--- src/rtl/leitor_caminho_pkg.sv ---
// Shared constants for the path reader: default widths and the stack-pointer sizing helper.
package leitor_caminho_pkg;

    localparam int DEF_ADDR_WIDTH  = 12;
    localparam int DEF_MAX_CAMINHO = 256;

    // Stack pointer must count 0..profundidade inclusive
    function automatic int largura_sp(input int profundidade);
        return $clog2(profundidade) + 1;
    endfunction

endpackage

--- src/rtl/leitor_caminho_pilha_caminho.sv ---
// pilha_caminho: register-array LIFO holding the backward walk so it can be replayed source first.
module pilha_caminho
    import leitor_caminho_pkg::*;
#(
    parameter int LARGURA     = DEF_ADDR_WIDTH,
    parameter int PROFUNDIDADE = DEF_MAX_CAMINHO
) (
    input  logic                                clk,
    input  logic                                rst_n,
    input  logic                                srst,
    input  logic                                push,
    input  logic                                pop,
    input  logic [LARGURA-1:0]                  dado,
    output logic [LARGURA-1:0]                  topo,
    output logic [$clog2(PROFUNDIDADE):0]       sp,
    output logic                                cheio,
    output logic                                vazio
);

    localparam int SPW = largura_sp(PROFUNDIDADE);
    localparam int IW  = SPW - 1;
    localparam logic [SPW-1:0] SP_UM   = SPW'(1);
    localparam logic [SPW-1:0] SP_ZERO = SPW'(0);
    localparam logic [SPW-1:0] SP_MAX  = SPW'(PROFUNDIDADE);

    logic [LARGURA-1:0] mem_r [PROFUNDIDADE];
    logic [SPW-1:0]     sp_r;
    logic [IW-1:0]      idx_topo_s;

    assign cheio      = (sp_r == SP_MAX);
    assign vazio      = (sp_r == SP_ZERO);
    assign sp         = sp_r;
    assign idx_topo_s = IW'(sp_r - SP_UM);
    assign topo       = vazio ? {LARGURA{1'b0}} : mem_r[idx_topo_s];

    // Stack pointer: clear wins, push and pop are never requested together
    always_ff @(posedge clk or negedge rst_n) begin
        if (!rst_n) begin
            sp_r <= SP_ZERO;
        end else if (srst) begin
            sp_r <= SP_ZERO;
        end else if (push && !cheio) begin
            sp_r <= sp_r + SP_UM;
        end else if (pop && !vazio) begin
            sp_r <= sp_r - SP_UM;
        end else begin
            sp_r <= sp_r;
        end
    end

    // Storage array; contents above sp are don't-care so it carries no reset
    always_ff @(posedge clk) begin
        if (push && !cheio && !srst) begin
            mem_r[sp_r[IW-1:0]] <= dado;
        end
    end

endmodule

--- src/rtl/leitor_caminho.sv ---
// leitor_caminho: walks the predecessor memory from destination to source and streams the path source first.
module leitor_caminho
    import leitor_caminho_pkg::*;
#(
    parameter int ADDR_WIDTH  = DEF_ADDR_WIDTH,
    parameter int MAX_CAMINHO = DEF_MAX_CAMINHO
) (
    input  logic                           clk,
    input  logic                           rst_n,
    input  logic                           iniciar_in,
    input  logic [ADDR_WIDTH-1:0]          fonte_in,
    input  logic [ADDR_WIDTH-1:0]          destino_in,
    output logic                           mem_rd_en_out,
    output logic [ADDR_WIDTH-1:0]          mem_rd_addr_out,
    input  logic [ADDR_WIDTH-1:0]          mem_rd_data_in,
    output logic                           caminho_valid_out,
    output logic [ADDR_WIDTH-1:0]          caminho_data_out,
    output logic                           caminho_ultimo_out,
    input  logic                           caminho_ready_in,
    output logic [$clog2(MAX_CAMINHO):0]   comprimento_out,
    output logic                           ocupado_out,
    output logic                           pronto_out,
    output logic                           erro_out
);

    localparam int SPW = largura_sp(MAX_CAMINHO);
    localparam logic [SPW-1:0] SP_UM  = SPW'(1);
    localparam logic [SPW-1:0] SP_MAX = SPW'(MAX_CAMINHO);

    typedef enum logic [2:0] {
        OCIOSO   = 3'd0,
        EMPILHAR = 3'd1,
        ESPERA   = 3'd2,
        EMITIR   = 3'd3,
        ERRO     = 3'd4
    } estado_t;

    estado_t               estado_r, estado_prox_s;
    logic [ADDR_WIDTH-1:0] cur_r, fonte_r;
    logic [SPW-1:0]        comprimento_r;
    logic                  erro_r, pronto_r, rd_en_r;
    logic [ADDR_WIDTH-1:0] rd_addr_r;
    logic                  push_s, pop_s, limpar_s, rd_en_prox_s;
    logic [ADDR_WIDTH-1:0] rd_addr_prox_s;
    logic [ADDR_WIDTH-1:0] topo_s;
    logic [SPW-1:0]        sp_s, sp_mais_um_s;
    logic                  cheio_s, vazio_s;

    pilha_caminho #(
        .LARGURA      (ADDR_WIDTH),
        .PROFUNDIDADE (MAX_CAMINHO)
    ) u_pilha (
        .clk   (clk),
        .rst_n (rst_n),
        .srst  (limpar_s),
        .push  (push_s),
        .pop   (pop_s),
        .dado  (cur_r),
        .topo  (topo_s),
        .sp    (sp_s),
        .cheio (cheio_s),
        .vazio (vazio_s)
    );

    assign sp_mais_um_s       = sp_s + SP_UM;
    assign caminho_valid_out  = (estado_r == EMITIR);
    assign caminho_data_out   = (caminho_valid_out && !vazio_s) ? topo_s : {ADDR_WIDTH{1'b0}};
    assign caminho_ultimo_out = caminho_valid_out && (sp_s == SP_UM);
    assign ocupado_out        = (estado_r != OCIOSO);
    assign mem_rd_en_out      = rd_en_r;
    assign mem_rd_addr_out    = rd_addr_r;
    assign comprimento_out    = comprimento_r;
    assign pronto_out         = pronto_r;
    assign erro_out           = erro_r;

    // Next state, stack control, and the read to issue in the upcoming push cycle
    always_comb begin
        estado_prox_s  = estado_r;
        push_s         = 1'b0;
        pop_s          = 1'b0;
        limpar_s       = 1'b0;
        rd_en_prox_s   = 1'b0;
        rd_addr_prox_s = {ADDR_WIDTH{1'b0}};
        case (estado_r)
            OCIOSO: begin
                if (iniciar_in) begin
                    estado_prox_s = EMPILHAR;
                    limpar_s      = 1'b1;
                    // The destination push reads only if it is not already the source
                    if ((destino_in != fonte_in) && (SP_UM != SP_MAX)) begin
                        rd_en_prox_s   = 1'b1;
                        rd_addr_prox_s = destino_in;
                    end else begin
                        rd_en_prox_s   = 1'b0;
                    end
                end else begin
                    estado_prox_s = OCIOSO;
                end
            end
            EMPILHAR: begin
                push_s = 1'b1;
                if (cur_r == fonte_r) begin
                    estado_prox_s = EMITIR;
                end else if ((sp_mais_um_s == SP_MAX) || cheio_s) begin
                    estado_prox_s = ERRO;
                end else begin
                    estado_prox_s = ESPERA;
                end
            end
            ESPERA: begin
                estado_prox_s = EMPILHAR;
                if ((mem_rd_data_in != fonte_r) && (sp_mais_um_s != SP_MAX)) begin
                    rd_en_prox_s   = 1'b1;
                    rd_addr_prox_s = mem_rd_data_in;
                end else begin
                    rd_en_prox_s   = 1'b0;
                end
            end
            EMITIR: begin
                if (caminho_ready_in) begin
                    pop_s = 1'b1;
                    if (sp_s == SP_UM) begin
                        estado_prox_s = OCIOSO;
                    end else begin
                        estado_prox_s = EMITIR;
                    end
                end else begin
                    estado_prox_s = EMITIR;
                end
            end
            ERRO: begin
                limpar_s      = 1'b1;
                estado_prox_s = OCIOSO;
            end
            default: begin
                limpar_s      = 1'b1;
                estado_prox_s = OCIOSO;
            end
        endcase
    end

    // State, walk cursor and registered status outputs
    always_ff @(posedge clk or negedge rst_n) begin
        if (!rst_n) begin
            estado_r      <= OCIOSO;
            cur_r         <= {ADDR_WIDTH{1'b0}};
            fonte_r       <= {ADDR_WIDTH{1'b0}};
            comprimento_r <= {SPW{1'b0}};
            erro_r        <= 1'b0;
            pronto_r      <= 1'b0;
            rd_en_r       <= 1'b0;
            rd_addr_r     <= {ADDR_WIDTH{1'b0}};
        end else begin
            estado_r  <= estado_prox_s;
            rd_en_r   <= rd_en_prox_s;
            rd_addr_r <= rd_addr_prox_s;
            pronto_r  <= pop_s && (sp_s == SP_UM);
            case (estado_r)
                OCIOSO: begin
                    if (iniciar_in) begin
                        fonte_r       <= fonte_in;
                        cur_r         <= destino_in;
                        erro_r        <= 1'b0;
                        comprimento_r <= {SPW{1'b0}};
                    end
                end
                EMPILHAR: begin
                    comprimento_r <= sp_mais_um_s;
                    if (estado_prox_s == ERRO) begin
                        erro_r <= 1'b1;
                    end
                end
                ESPERA: begin
                    cur_r <= mem_rd_data_in;
                end
                default: begin
                    cur_r <= cur_r;
                end
            endcase
        end
    end

endmodule

--- config.mk ---
export PLATFORM = sky130hd
export DESIGN_NAME = leitor_caminho
export DESIGN_NICKNAME = d
export VERILOG_FILES = /design/src/rtl/leitor_caminho_pkg.sv /design/src/rtl/leitor_caminho_pilha_caminho.sv /design/src/rtl/leitor_caminho.sv
export SDC_FILE = /design/constraint.sdc
export NUM_CORES = 2
export LEC_CHECK = 0
export ABC_AREA = 0
export CORE_UTILIZATION = 45
export CTS_CLUSTER_DIAMETER = 200
export CTS_CLUSTER_SIZE = 30
export DETAILED_ROUTE_END_ITERATION = 16
export GPL_ROUTABILITY_DRIVEN = 1
export PLACE_DENSITY_LB_ADDON = 0.08
export SLEW_MARGIN = 20
export SYNTH_ARGS = -nofsm -noshare
export SYNTH_HDL_FRONTEND = slang
export SYNTH_SLANG_ARGS = --single-unit
--- constraint.sdc ---
create_clock -name clk -period 7.1 [get_ports clk]
set_input_delay 1.42 -clock clk [delete_from_list [all_inputs] [get_ports clk]]
set_output_delay 1.42 -clock clk [all_outputs]
set_load 0.03 [all_outputs]
==> results.py <==
metrics = {
    "outcome": {
        "status": "finished, final reports clean",
    },
    "synth": {
        "synth-edff-count": 3072,
        "synth_nets": 5431,
        "syn-cell-area_sq_mm": 0.121,
        "synthTopCellsByArea": "edfxtp_1 (76%), mux4_2 (17%), dfrtp_1 (1.2%)",
        "netlist-cell-type-count": 60,
        "synth_common_cells": "edfxtp_1 (3,072), mux4_2 (932), nand2_1 (319)",
        "ys.flop_type": "edfxtp_1",
        "netlist_instances": 5385,
        "ys_ff_latch": 3132,
        "ys_seq_area_share_pct": 77.3,
        "synth_top_area_share_pct": 76.0,
        "yosys.area.top_type": "edfxtp_1",
        "postSynth.asyncResetShare_pct": 1.92,
        "yosysWarnings": 0,
        "synth_most_common_cell": "edfxtp_1",
        "synth.avg_cell_area_sq_um": 22.5,
    },
    "floorplan": {
        "ios": 79,
        "dieArea_sq_mm": 0.272,
        "die_y_um": 521,
        "dieWidth_um": 521,
        "core.rowCount": 190,
        "core_sq_mm": 0.268,
        "start_util_pct": 45.2,
    },
    "cells_and_area": {
        "final_design_area_no_fill_sq_mm": 0.131,
        "multiInputGateArea_sq_mm": 0.0265,
        "nNetsFinal": 5645,
        "register_area_sq_mm": 0.0938,
        "nFillCells": 21687,
        "syn_to_final_growth_pct": 8.33,
        "drive_above_1_share_pct": 27.2,
    },
    "cts": {
        "htree_levels": 3,
        "insertion_delay_ns": 0.82,
        "path_clk_slew_ns": 0.12,
        "cts_root_buffer": "clkbuf_16",
        "cts_made_buffers": 114,
        "clock_path_buffers": 3,
        "numClockSinks": 3132,
        "cts_tree": "yes",
        "ctsHoldBuffers": 0,
    },
    "hold_path": {
        "hp-start": "comprimento_out[0]",
        "hold_path.class": "register to register",
        "hold_end": "comprimento_out[0]",
        "hold_depth": 2,
    },
    "global_routing": {
        "grt_max_degree": 197,
        "antenna_found_initial": 12,
        "grt_pass1_vias": 56945,
        "grt_pass1_wl_um": 456000,
        "grt_use_total_pct": 23.9,
        "grt-ovfl-total": 0,
    },
    "critical_path": {
        "crit_type": "register to primary output",
        "ff2ff_path_depth": 6,
        "cp.arrival_ns": 5.60,
        "r2r-start": "u_pilha.sp[0]",
        "path_max_fanout": 21,
        "end_kind": "primary output",
        "start_kind": "register",
        "cp_data_required_time_ns": 5.68,
        "r2r-end": "u_pilha.mem_r[255][2]",
        "r2r_slack_ns": 1.96,
    },
    "power": {
        "pwr-share-comb_pct": 44.6,
        "power_mw": 58.4,
        "swShare_pct": 38.3,
        "p_int_mw": 36.0,
        "pwr-share-clk_pct": 14.4,
        "power_density_mw_per_mm2": 444,
        "seqPwrFrac_pct": 41.0,
        "p_leak_nw": 39.9,
        "power_switching_mw": 22.4,
        "vdd_drop_max_uv": 693,
    },
    "detailed_routing": {
        "ant_nets": 0,
        "drc": 0,
        "first_pass_iters": 6,
        "via_per_inst": 6.12,
        "dr_total_vias": 56238,
        "drtIter0Drc": 6751,
        "routedWlPerCell_um": 35.0,
        "routed_wl_um": 322000,
    },
    "run": {
        "drv_cap": 0,
    },
    "place": {
        "place_hpwl_um": 197000,
        "routabilityCongestion": 0.816,
        "place_area_sq_mm": 0.128,
        "io_buffers": 78,
    },
    "sta": {
        "setup_viol": 0,
        "relSlewSlack_pct": 22.9,
        "rsz0062_at_grt": "false",
        "worst_slew_pin_slew_ns": 1.16,
        "hold_viol": 0,
        "drv_slew": 0,
        "final.setup.tns_ns": 0,
        "final.min_clock_period_ns": 7.02,
        "max_freq_ghz": 0.142,
        "skew_ns": 0.0365,
        "fin_crit_sh_pct": 98.8,
    },
}
==> worst max path at each step <==
stage	to	start	slack, ns
global placement	caminho_data_out[5]	u_pilha.sp[0]	0.69
finish	caminho_data_out[7]	u_pilha.sp[2]	0.08
global route	caminho_data_out[4]	u_pilha.sp[0]	0.01
detailed placement	caminho_data_out[5]	u_pilha.sp[0]	0.70
CTS	caminho_data_out[0]	u_pilha.sp[0]	0.02
floorplan	caminho_data_out[5]	u_pilha.sp[0]	2.13
==> area by class of cell <==
class | instances | share of cell area (%)
diodes | 3 | 0.00571
clock buffers | 141 | 2.30
clock inverters | 3 | 0.0286
inverters | 12 | 0.0343
multi-input cells | 1938 | 20.1
flip-flops and latches | 3132 | 71.4
well taps | 3552 | 3.38
repair buffers | 401 | 2.77
==> per-stage QoR <==
step / cells / setup WS, ns / utilization (%) / hold WS, ns
global route: 9181 / 0.0143 / 49.0 / 0.556
finish: 9182 / 0.0820 / 49.0 / 0.513
detailed placement: 9030 / 0.700 / 47.8 / 0.482
global placement: 9030 / 0.689 / 47.8 / 0.478
floorplan: 5385 / 2.13 / - / 0.544
CTS: 9175 / 0.0186 / 49.0 / 0.518
==> per-layer routing <==
| metal | track usage (%) | vias up | share of wire, % |
|---|---|---|---|
| met5 | 0 | - | 0.0053 |
| met4 | 4.26 | 2 | 1.6 |
| met3 | 2.63 | 231 | 5.8 |
| met2 | 37.6 | 1805 | 48 |
| met1 | 36.6 | 31413 | 45 |
| li1 | - | 22787 | - |
==> layout by cell type, fill, tap and decap left out, types with 4 or more instances in the layout <==
master              n
mux2i_1            14
edfxtp_1         3072
nor4_1              8
nor2_2             79
o21ai_0            14
nand2_1           308
a32oi_1             8
a21oi_1             8
and3_1              4
mux2_2             13
xnor2_1            21
ha_1                5
xor2_1             26
clkbuf_1           24
nand3_1           114
dfrtp_4            13
clkdlybuf4s50_1    65
buf_12             32
a31oi_1             6
nor3_1              5
dfrtp_1            47
nand2_2            11
o211ai_1           11
and2_1              6
a22oi_1            16
clkbuf_16         117
mux4_2            932
buf_4             299
nor2_1            209
nand4_1            39
inv_1              12
o22ai_1             7
a22o_1             13
o22ai_2             6
==> what timing repair did <==
item                                   CTS  global route
gates resized for setup                  6             3
endpoints found under the hold margin    0             0
setup buffers                            1             1
cloned                                   0             0
setup endpoints to repair                9             9
pin swaps                                1             2
==> worst max-delay path: stages, from the launching register on <==
cell and delay, ns:
dfrtp_1 1.02, nor2_1 0.25, a31oi_1 0.55, nor2_2 0.29
nor2_2 0.81, buf_4 0.41, nand3_1 0.42, nand4_1 0.36
o22ai_2 0.23, buf_4 0.24, buf_4 0.16
==> power groups by stage <==
stage | clock (mW) | sequential [mW] | combinational (mW)
2_1_floorplan | 0 | 25.6 | 14.5
3_3_place_gp | 0 | 24.3 | 26.1
3_5_place_dp | 0 | 24.4 | 26.2
4_1_cts | 8.64 | 24.0 | 26.3
5_1_grt | 9.19 | 24.0 | 27.3
6_report | 8.42 | 23.9 | 26.1
==> cell families (layout without fill, tap and decap cells) <==
family / count (synthesis) / in the layout / share of synthesized area (%)
buffers and inverters: 315 / 557 / 1.24
AO/OA/AOI/OAI: 114 / 114 / 0.684
adder cells (fa/ha/maj): 6 / 6 / 0.0619
other: 0 / 3 / 0
multiplexers: 959 / 959 / 17.5
flip-flops: 3132 / 3132 / 77.3
XOR/XNOR: 53 / 53 / 0.404
AND/OR/NAND/NOR: 806 / 806 / 2.82
==> registers in the layout (all words and copies together), names as in the netlist <==
name	cells
mem_rd_en_out	1
pronto_out	1
mem_rd_addr_out	12
u_pilha.mem_r	3072
fonte_r	12
u_pilha.sp	9
estado_r	3
erro_out	1
comprimento_out	9
cur_r	12
No activity file was read; power rests on OpenSTA's default activity.
